<file path="src/rtl/add_tree_pkg.sv">
// Shared types and defaults for the lane-reduction adder tree sequencer.
// The state encoding and the tree-width check live here so every file agrees on them.
package add_tree_pkg;

  typedef enum logic [1:0] {
    IDLE  = 2'd0,
    ACCUM = 2'd1,
    DRAIN = 2'd2,
    OUT   = 2'd3
  } state_t;

  localparam int DEF_LANES = 12;
  localparam int DEF_IN_W  = 8;
  localparam int DEF_SUM_W = 20;
  localparam int DEF_ACC_W = 32;
  localparam int DEF_LEN_W = 8;

  // True when a SUM_W-bit tree output cannot overflow for the given lane count.
  function automatic bit sum_w_fits(input int lanes, input int in_w, input int sum_w);
    return sum_w >= in_w + $clog2(lanes);
  endfunction

endpackage

</file>
<file path="src/rtl/add_tree_accum_ctrl_if.sv">
// Operand-stream, result and config signals of the adder-tree sequencer.
// slave is the sequencer side; master is the producer/consumer side.
interface add_tree_accum_ctrl_if
  import add_tree_pkg::*;
#(
  parameter int LANES = DEF_LANES,
  parameter int IN_W  = DEF_IN_W,
  parameter int ACC_W = DEF_ACC_W,
  parameter int LEN_W = DEF_LEN_W
);

  logic [LEN_W-1:0]      cfg_len;
  logic                  in_valid;
  logic                  in_ready;
  logic [LANES*IN_W-1:0] in_data;
  logic                  out_valid;
  logic                  out_ready;
  logic [ACC_W-1:0]      out_data;
  logic                  out_overflow;
  logic                  busy;

  modport slave (
    input  cfg_len, in_valid, in_data, out_ready,
    output in_ready, out_valid, out_data, out_overflow, busy
  );

  modport master (
    output cfg_len, in_valid, in_data, out_ready,
    input  in_ready, out_valid, out_data, out_overflow, busy
  );

endinterface

</file>
<file path="src/rtl/add_tree_reduce.sv">
// Combinational binary reduction of LANES unsigned lanes into one SUM_W sum.
// Each level pairs neighbours; an odd leftover lane passes straight to the next level.
module add_tree_reduce
  import add_tree_pkg::*;
#(
  parameter int LANES = DEF_LANES,
  parameter int IN_W  = DEF_IN_W,
  parameter int SUM_W = DEF_SUM_W
) (
  input  logic [LANES*IN_W-1:0] data,
  output logic [SUM_W-1:0]      sum
);

  localparam int LEVELS = (LANES > 1) ? $clog2(LANES) : 0;
  localparam int SLOTS  = LANES + (LANES % 2);

  // Number of live partial sums at a given tree level.
  function automatic int width_at(input int lvl);
    return (LANES + (1 << lvl) - 1) >> lvl;
  endfunction

  logic [SUM_W-1:0] node [SLOTS];

  // NOTE: every element is assigned before any branch reads it, so no latch can be inferred.
  // Reduction is done in place: slot i at level l+1 only reads slots 2i and 2i+1,
  // which are never overwritten earlier in the same level.
  always_comb begin
    for (int i = 0; i < SLOTS; i++) node[i] = '0;
    for (int i = 0; i < LANES; i++) node[i] = SUM_W'(data[i*IN_W +: IN_W]);
    for (int l = 0; l < LEVELS; l++) begin
      for (int i = 0; i < SLOTS / 2; i++) begin
        if (i < width_at(l + 1)) begin
          if (2 * i + 1 < width_at(l)) node[i] = node[2*i] + node[2*i+1];
          else                         node[i] = node[2*i];
        end
      end
    end
    sum = node[0];
  end

endmodule

</file>
<file path="src/rtl/add_tree_accum_ctrl.sv">
// Sequencer for the output-path adder tree: accepts cfg_len operand beats, reduces each
// through the tree, accumulates them and presents one held result per job.
module add_tree_accum_ctrl
  import add_tree_pkg::*;
#(
  parameter int LANES = DEF_LANES,
  parameter int IN_W  = DEF_IN_W,
  parameter int SUM_W = DEF_SUM_W,
  parameter int ACC_W = DEF_ACC_W,
  parameter int LEN_W = DEF_LEN_W
) (
  input logic                 clk,
  input logic                 rst,
  add_tree_accum_ctrl_if.slave bus
);

  // A too-narrow SUM_W is widened so a beat's sum can never wrap inside the tree.
  localparam bit SUM_W_OK = sum_w_fits(LANES, IN_W, SUM_W);
  localparam int TREE_W   = SUM_W_OK ? SUM_W : IN_W + $clog2(LANES);

  state_t            state;
  logic [LEN_W-1:0]  len_q;
  logic [LEN_W-1:0]  cnt;
  logic [TREE_W-1:0] tree_sum;
  logic [TREE_W-1:0] sum_q;
  logic              sum_vld;
  logic              sum_first;
  logic [ACC_W-1:0]  acc;
  logic              overflow;
  logic              out_valid_q;
  logic              ready;
  logic              accept;
  logic [ACC_W-1:0]  acc_base;
  logic [ACC_W:0]    acc_sum;

  add_tree_reduce #(
    .LANES (LANES),
    .IN_W  (IN_W),
    .SUM_W (TREE_W)
  ) u_reduce (
    .data (bus.in_data),
    .sum  (tree_sum)
  );

  always_comb begin
    ready = 1'b0;
    if (!rst) begin
      case (state)
        IDLE:    ready = (bus.cfg_len != '0);
        ACCUM:   ready = 1'b1;
        default: ready = 1'b0;
      endcase
    end
  end

  assign accept = bus.in_valid && ready;

  // The first beat of a job replaces the accumulator instead of adding to it.
  always_comb begin
    acc_base = sum_first ? '0 : acc;
    acc_sum  = {1'b0, acc_base} + (ACC_W+1)'(sum_q);
  end

  // NOTE: sequential state uses non-blocking assignments so every register samples pre-edge values.
  always_ff @(posedge clk) begin
    if (rst) begin
      state       <= IDLE;
      len_q       <= '0;
      cnt         <= '0;
      sum_q       <= '0;
      sum_vld     <= 1'b0;
      sum_first   <= 1'b0;
      acc         <= '0;
      overflow    <= 1'b0;
      out_valid_q <= 1'b0;
    end else begin
      sum_vld <= accept;
      if (accept) begin
        sum_q     <= tree_sum;
        sum_first <= (state == IDLE);
      end

      if (sum_vld) begin
        acc      <= acc_sum[ACC_W-1:0];
        overflow <= (sum_first ? 1'b0 : overflow) | acc_sum[ACC_W];
      end

      case (state)
        IDLE: begin
          if (accept) begin
            len_q <= bus.cfg_len;
            cnt   <= LEN_W'(1);
            state <= (bus.cfg_len == LEN_W'(1)) ? DRAIN : ACCUM;
          end
        end
        ACCUM: begin
          if (accept) begin
            cnt <= cnt + LEN_W'(1);
            if (cnt == len_q - LEN_W'(1)) state <= DRAIN;
          end
        end
        DRAIN: begin
          state       <= OUT;
          out_valid_q <= 1'b1;
        end
        OUT: begin
          if (bus.out_ready) begin
            state       <= IDLE;
            out_valid_q <= 1'b0;
          end
        end
        default: state <= IDLE;
      endcase
    end
  end

  assign bus.in_ready     = ready;
  assign bus.out_valid    = out_valid_q;
  assign bus.out_data     = acc;
  assign bus.out_overflow = overflow;
  assign bus.busy         = (state != IDLE);

endmodule

</file>
<file path="src/flat_wrapper.sv">
// flat-port wrapper written by rule: the top's interface ports become plain ports
module add_tree_accum_ctrl_flat import add_tree_pkg::*;
#(
  parameter int LANES = DEF_LANES,
  parameter int IN_W  = DEF_IN_W,
  parameter int SUM_W = DEF_SUM_W,
  parameter int ACC_W = DEF_ACC_W,
  parameter int LEN_W = DEF_LEN_W
)
  (clk, rst, bus_cfg_len, bus_in_valid, bus_in_data, bus_out_ready, bus_in_ready, bus_out_valid, bus_out_data, bus_out_overflow, bus_busy);
  add_tree_accum_ctrl_if #(.LANES(LANES), .IN_W(IN_W), .ACC_W(ACC_W), .LEN_W(LEN_W)) bus_i ();
  input logic clk;
  input logic rst;
  input wire logic [$bits(bus_i.cfg_len)-1:0] bus_cfg_len;
  input wire logic [$bits(bus_i.in_valid)-1:0] bus_in_valid;
  input wire logic [$bits(bus_i.in_data)-1:0] bus_in_data;
  input wire logic [$bits(bus_i.out_ready)-1:0] bus_out_ready;
  output wire logic [$bits(bus_i.in_ready)-1:0] bus_in_ready;
  output wire logic [$bits(bus_i.out_valid)-1:0] bus_out_valid;
  output wire logic [$bits(bus_i.out_data)-1:0] bus_out_data;
  output wire logic [$bits(bus_i.out_overflow)-1:0] bus_out_overflow;
  output wire logic [$bits(bus_i.busy)-1:0] bus_busy;
  assign bus_i.cfg_len = bus_cfg_len;
  assign bus_i.in_valid = bus_in_valid;
  assign bus_i.in_data = bus_in_data;
  assign bus_i.out_ready = bus_out_ready;
  assign bus_in_ready = bus_i.in_ready;
  assign bus_out_valid = bus_i.out_valid;
  assign bus_out_data = bus_i.out_data;
  assign bus_out_overflow = bus_i.out_overflow;
  assign bus_busy = bus_i.busy;
  add_tree_accum_ctrl #(.LANES(LANES), .IN_W(IN_W), .SUM_W(SUM_W), .ACC_W(ACC_W), .LEN_W(LEN_W)) u_core (.clk(clk), .rst(rst), .bus(bus_i));
endmodule
</file>
<file path="config.mk">
export PLATFORM = sky130hd
export DESIGN_NAME = add_tree_accum_ctrl_flat
export DESIGN_NICKNAME = d
export VERILOG_FILES = /design/src/rtl/add_tree_pkg.sv /design/src/rtl/add_tree_accum_ctrl_if.sv /design/src/rtl/add_tree_reduce.sv /design/src/rtl/add_tree_accum_ctrl.sv /design/src/flat_wrapper.sv
export SDC_FILE = /design/constraint.sdc
export NUM_CORES = 1
export LEC_CHECK = 0
export CORE_ASPECT_RATIO = 0.6
export CORE_MARGIN = 10
export CORE_UTILIZATION = 41
export CTS_CLUSTER_DIAMETER = 200
export CTS_CLUSTER_SIZE = 14
export DETAILED_ROUTE_END_ITERATION = 7
export HOLD_SLACK_MARGIN = 0.05
export PLACE_DENSITY_LB_ADDON = 0.05
export SLEW_MARGIN = 20
export SYNTH_ARGS = -nofsm -noshare
export SYNTH_HDL_FRONTEND = slang
export SYNTH_SLANG_ARGS = --single-unit
</file>
<file path="constraint.sdc">
create_clock -name clk -period 10.8 [get_ports clk]
set_clock_uncertainty 0.05 [all_clocks]
set_input_delay 1.62 -clock clk [delete_from_list [all_inputs] [get_ports clk]]
set_output_delay 1.62 -clock clk [all_outputs]
set_load 0.1 [all_outputs]
</file>
==> reports/results.txt <==
Status - complete, no violations
Final Non-Filler Cells - 1038
Synthesized flop and latch total - 66
Mapped Avg Cell Area - 8.887 µm²
Worst EP required - 10.92 ns
Total wire length - 15.65 mm
Met2 Wirelength - 7.040 mm
Post-synth top area share - 0.2324
Max-cap violation count - 0
TritonCTS Buffers - 9
Pre-antenna DRT Iters - 5
Total power - 2.048 mW
Yosys Warn Count - 0
Final Cell Area - 0.008114 mm²
HP Class - flip-flop to flip-flop
Highest Signal Layer - met4
Area contributors post-synth - fa_1, dfxtp_1, ha_1, inv_1, xnor2_1
Core area - 0.01463 mm²
Htree depth - 3
Boundary pin count - 144
Total Routing Usage GR - 0.1560
# rows - 34
Final GP Congestion - 0.8243
Hold-fix buffers, CTS - 0
DRC - 0
First-pass GRT wire length - 26.51 mm
Worst Hold Slack - 0.4117 ns
Number of global-route vias before repair - 5452
Filler cells - 1382
Syn_nets - 921
Total die area - 0.02061 mm²
Wire length per cell - 15.08 µm
Initial antenna violation count - 0
Worst skew pair latency - 0.33 ns
Area after DPL - 0.007828 mm²
Final #Nets - 1059
Worst Tran Pin Value - 1.022 ns
Worst slew margin - 0.3164
Setup tns final - 0 ns
Crit. End Element - flip-flop
Clock period minus worst slack - 7.383 ns
Cells after Synth - 698
CTS sink cnt - 66
CP Launch Type - primary input
Period utilization - 0.6836
DP HPWL - 13.08 mm
TritonCTS clock tree - yes
Ratio of cells with drive above 1 in the final layout - 0.04167
Slew Viols, Final - 0
Clock transition at the registers of the reported paths - 0.05 ns
Main synth FF type - dfxtp_1
Yosys top cell by area - fa_1
Starting Density - 0.4239
Worst Path Arrival - 7.50 ns
Drt first-iter violations - 301
Power Dens Cells - 252.4 mW/mm²
Placed cell count - 1023
Max Buffers Root-to-Sink - 2
IO Port Bufs - 143
Met3 routed WL - 985 µm
Vias/cell - 4.956
Die width - 178.8 µm
Area grow syn2layout - 30.80%
CTS resizes - 0
RSZ-0062 raised after global routing - no
Via Count - 5144
CP Max Fanout - 4
Yosys cell types - 66
Root Driver - clkbuf_16
Largest net degree at the start of global routing - 75
Maximum clock rate - 135.4 MHz
FFs w/ async S/R, synth - 0
Die Span Y - 115.3 µm
WL met1 - 7.558 mm
Final hold violation count - 0
Routed Antenna Nets - 0
Cell Area, Synth - 0.006203 mm²
EDFF count, synth - 0
Cell leakage power - 3.448 nW
VDD IR-drop max - 0.0002178 V
WS Path Type - primary input to flip-flop
Number of buffers added for setup after CTS - 0
Register area share after synthesis - 0.2130
Final setup vio count - 0
Overflow after GRT - 0
Antenna cell count - 0
[registers in the layout (all words and copies together), names as in the netlist]
name                     flops
u_core.bus.out_data         32
u_core.cnt                   8
u_core.sum_first             1
u_core.sum_vld               1
u_core.state                 2
u_core.bus.out_overflow      1
u_core.bus.out_valid         1
u_core.len_q                 8
u_core.sum_q                12
[cells by family after synthesis]
kind of cell | count (synthesis) | share of synthesized area
xor gates and xnor gates | 42 | 0.05930
AOI/OAI and AO/OA | 125 | 0.1386
and+or+nand+nor | 205 | 0.1603
muxes | 20 | 0.03388
buffers and inverters | 125 | 0.07584
DFF | 66 | 0.2130
adders and majority gates | 115 | 0.3191
[where the power goes]
group / leakage (nW) / internal, mW / switching, mW
Sequential: 0.537 / 0.276 / 0.0260
Clock: 0.142 / 0.183 / 0.103
Combinational: 2.77 / 0.654 / 0.805
Total: 3.45 / 1.11 / 0.934
[worst max-delay path: stages]
cell	delay, ns
clkdlybuf4s50_1	0.46
ha_1	0.19
inv_1	0.06
fa_1	0.40
nor2b_1	0.16
o21ai_0	0.15
a21boi_0	0.26
o21a_1	0.16
nor2_1	0.05
xnor2_1	0.13
fa_1	0.49
inv_1	0.06
fa_1	0.51
fa_1	0.52
fa_1	0.51
fa_1	0.54
inv_1	0.04
ha_1	0.33
o21a_1	0.20
o31a_1	0.13
o31ai_1	0.27
xor2_1	0.16
o21ai_0	0.09
[layer usage]
| layer | GRT usage | vias to the layer above |
|---|---|---|
| met1 | 0.2106 | 2430 |
| met5 | 0 | - |
| met3 | 0.04453 | 9 |
| li1 | - | 2586 |
| met2 | 0.2488 | 119 |
| met4 | 0.02139 | 0 |
[cell type report]
type / instances / area [µm²] / share of cell area
repair buffers: 146 / 1449 / 0.1786
clock inverters: 3 / 40.04 / 0.004934
well taps: 198 / 247.7 / 0.03053
multi-input cells: 507 / 4412 / 0.5437
clock buffers: 12 / 246.5 / 0.03038
inverters: 106 / 397.9 / 0.04904
flip-flops and latches: 66 / 1321 / 0.1628
[per-stage QoR]
stage | setup slack [ns] | utilization
after detailed placement | 3.077 | 0.5349
after CTS | 3.395 | 0.5545
final | 3.417 | 0.5545
after global routing | 3.000 | 0.5545
after global placement | 3.227 | 0.5349
after floorplan | 4.080 | -
[path summary, 6_finish.rpt]
kind / startpoint / endpoint / slack (ns) / cells past startpoint
min: u_core.sum_q[6] / u_core.sum_q[6] / 0.41 / 2
max reg2reg: u_core.sum_first / u_core.bus.out_data[28] / 7.55 / 12
min reg2reg: u_core.sum_q[6] / u_core.sum_q[6] / 0.41 / 2
max: bus_in_data[8] / u_core.sum_q[9] / 3.42 / 23
[cell usage after synthesis (all sizes together) (3+ instances only)]
library cell  number
nor2b             16
o21ai             15
nand2b             5
nand3b             4
nor2              62
a21boi             3
a21oi             44
fa                72
o21bai             5
nor4               4
dfxtp             66
inv              106
mux2               5
nand2             62
a2111oi            3
a211o              3
nor3               9
nand3             12
a31o               3
mux2i             15
xor2              14
nor3b              5
and3               3
a21o               9
ha                43
nand4              9
xnor2             28
a211oi            11
a311oi             4
o21a               8
nor4b              3
clkbuf            17
[layout by cell type (no fill, tap or decap), drive strengths merged, types with 11 or more instances in the layout]
master         count
clkdlybuf4s50    142
inv              106
fa                72
dfxtp             66
nand2             62
nor2              62
a21oi             44
ha                43
xnor2             28
nor2b             16
o21ai             15
mux2i             15
xor2              14
nand3             12
clkbuf            12
a211oi            11
(Power assumes the default switching activity.)
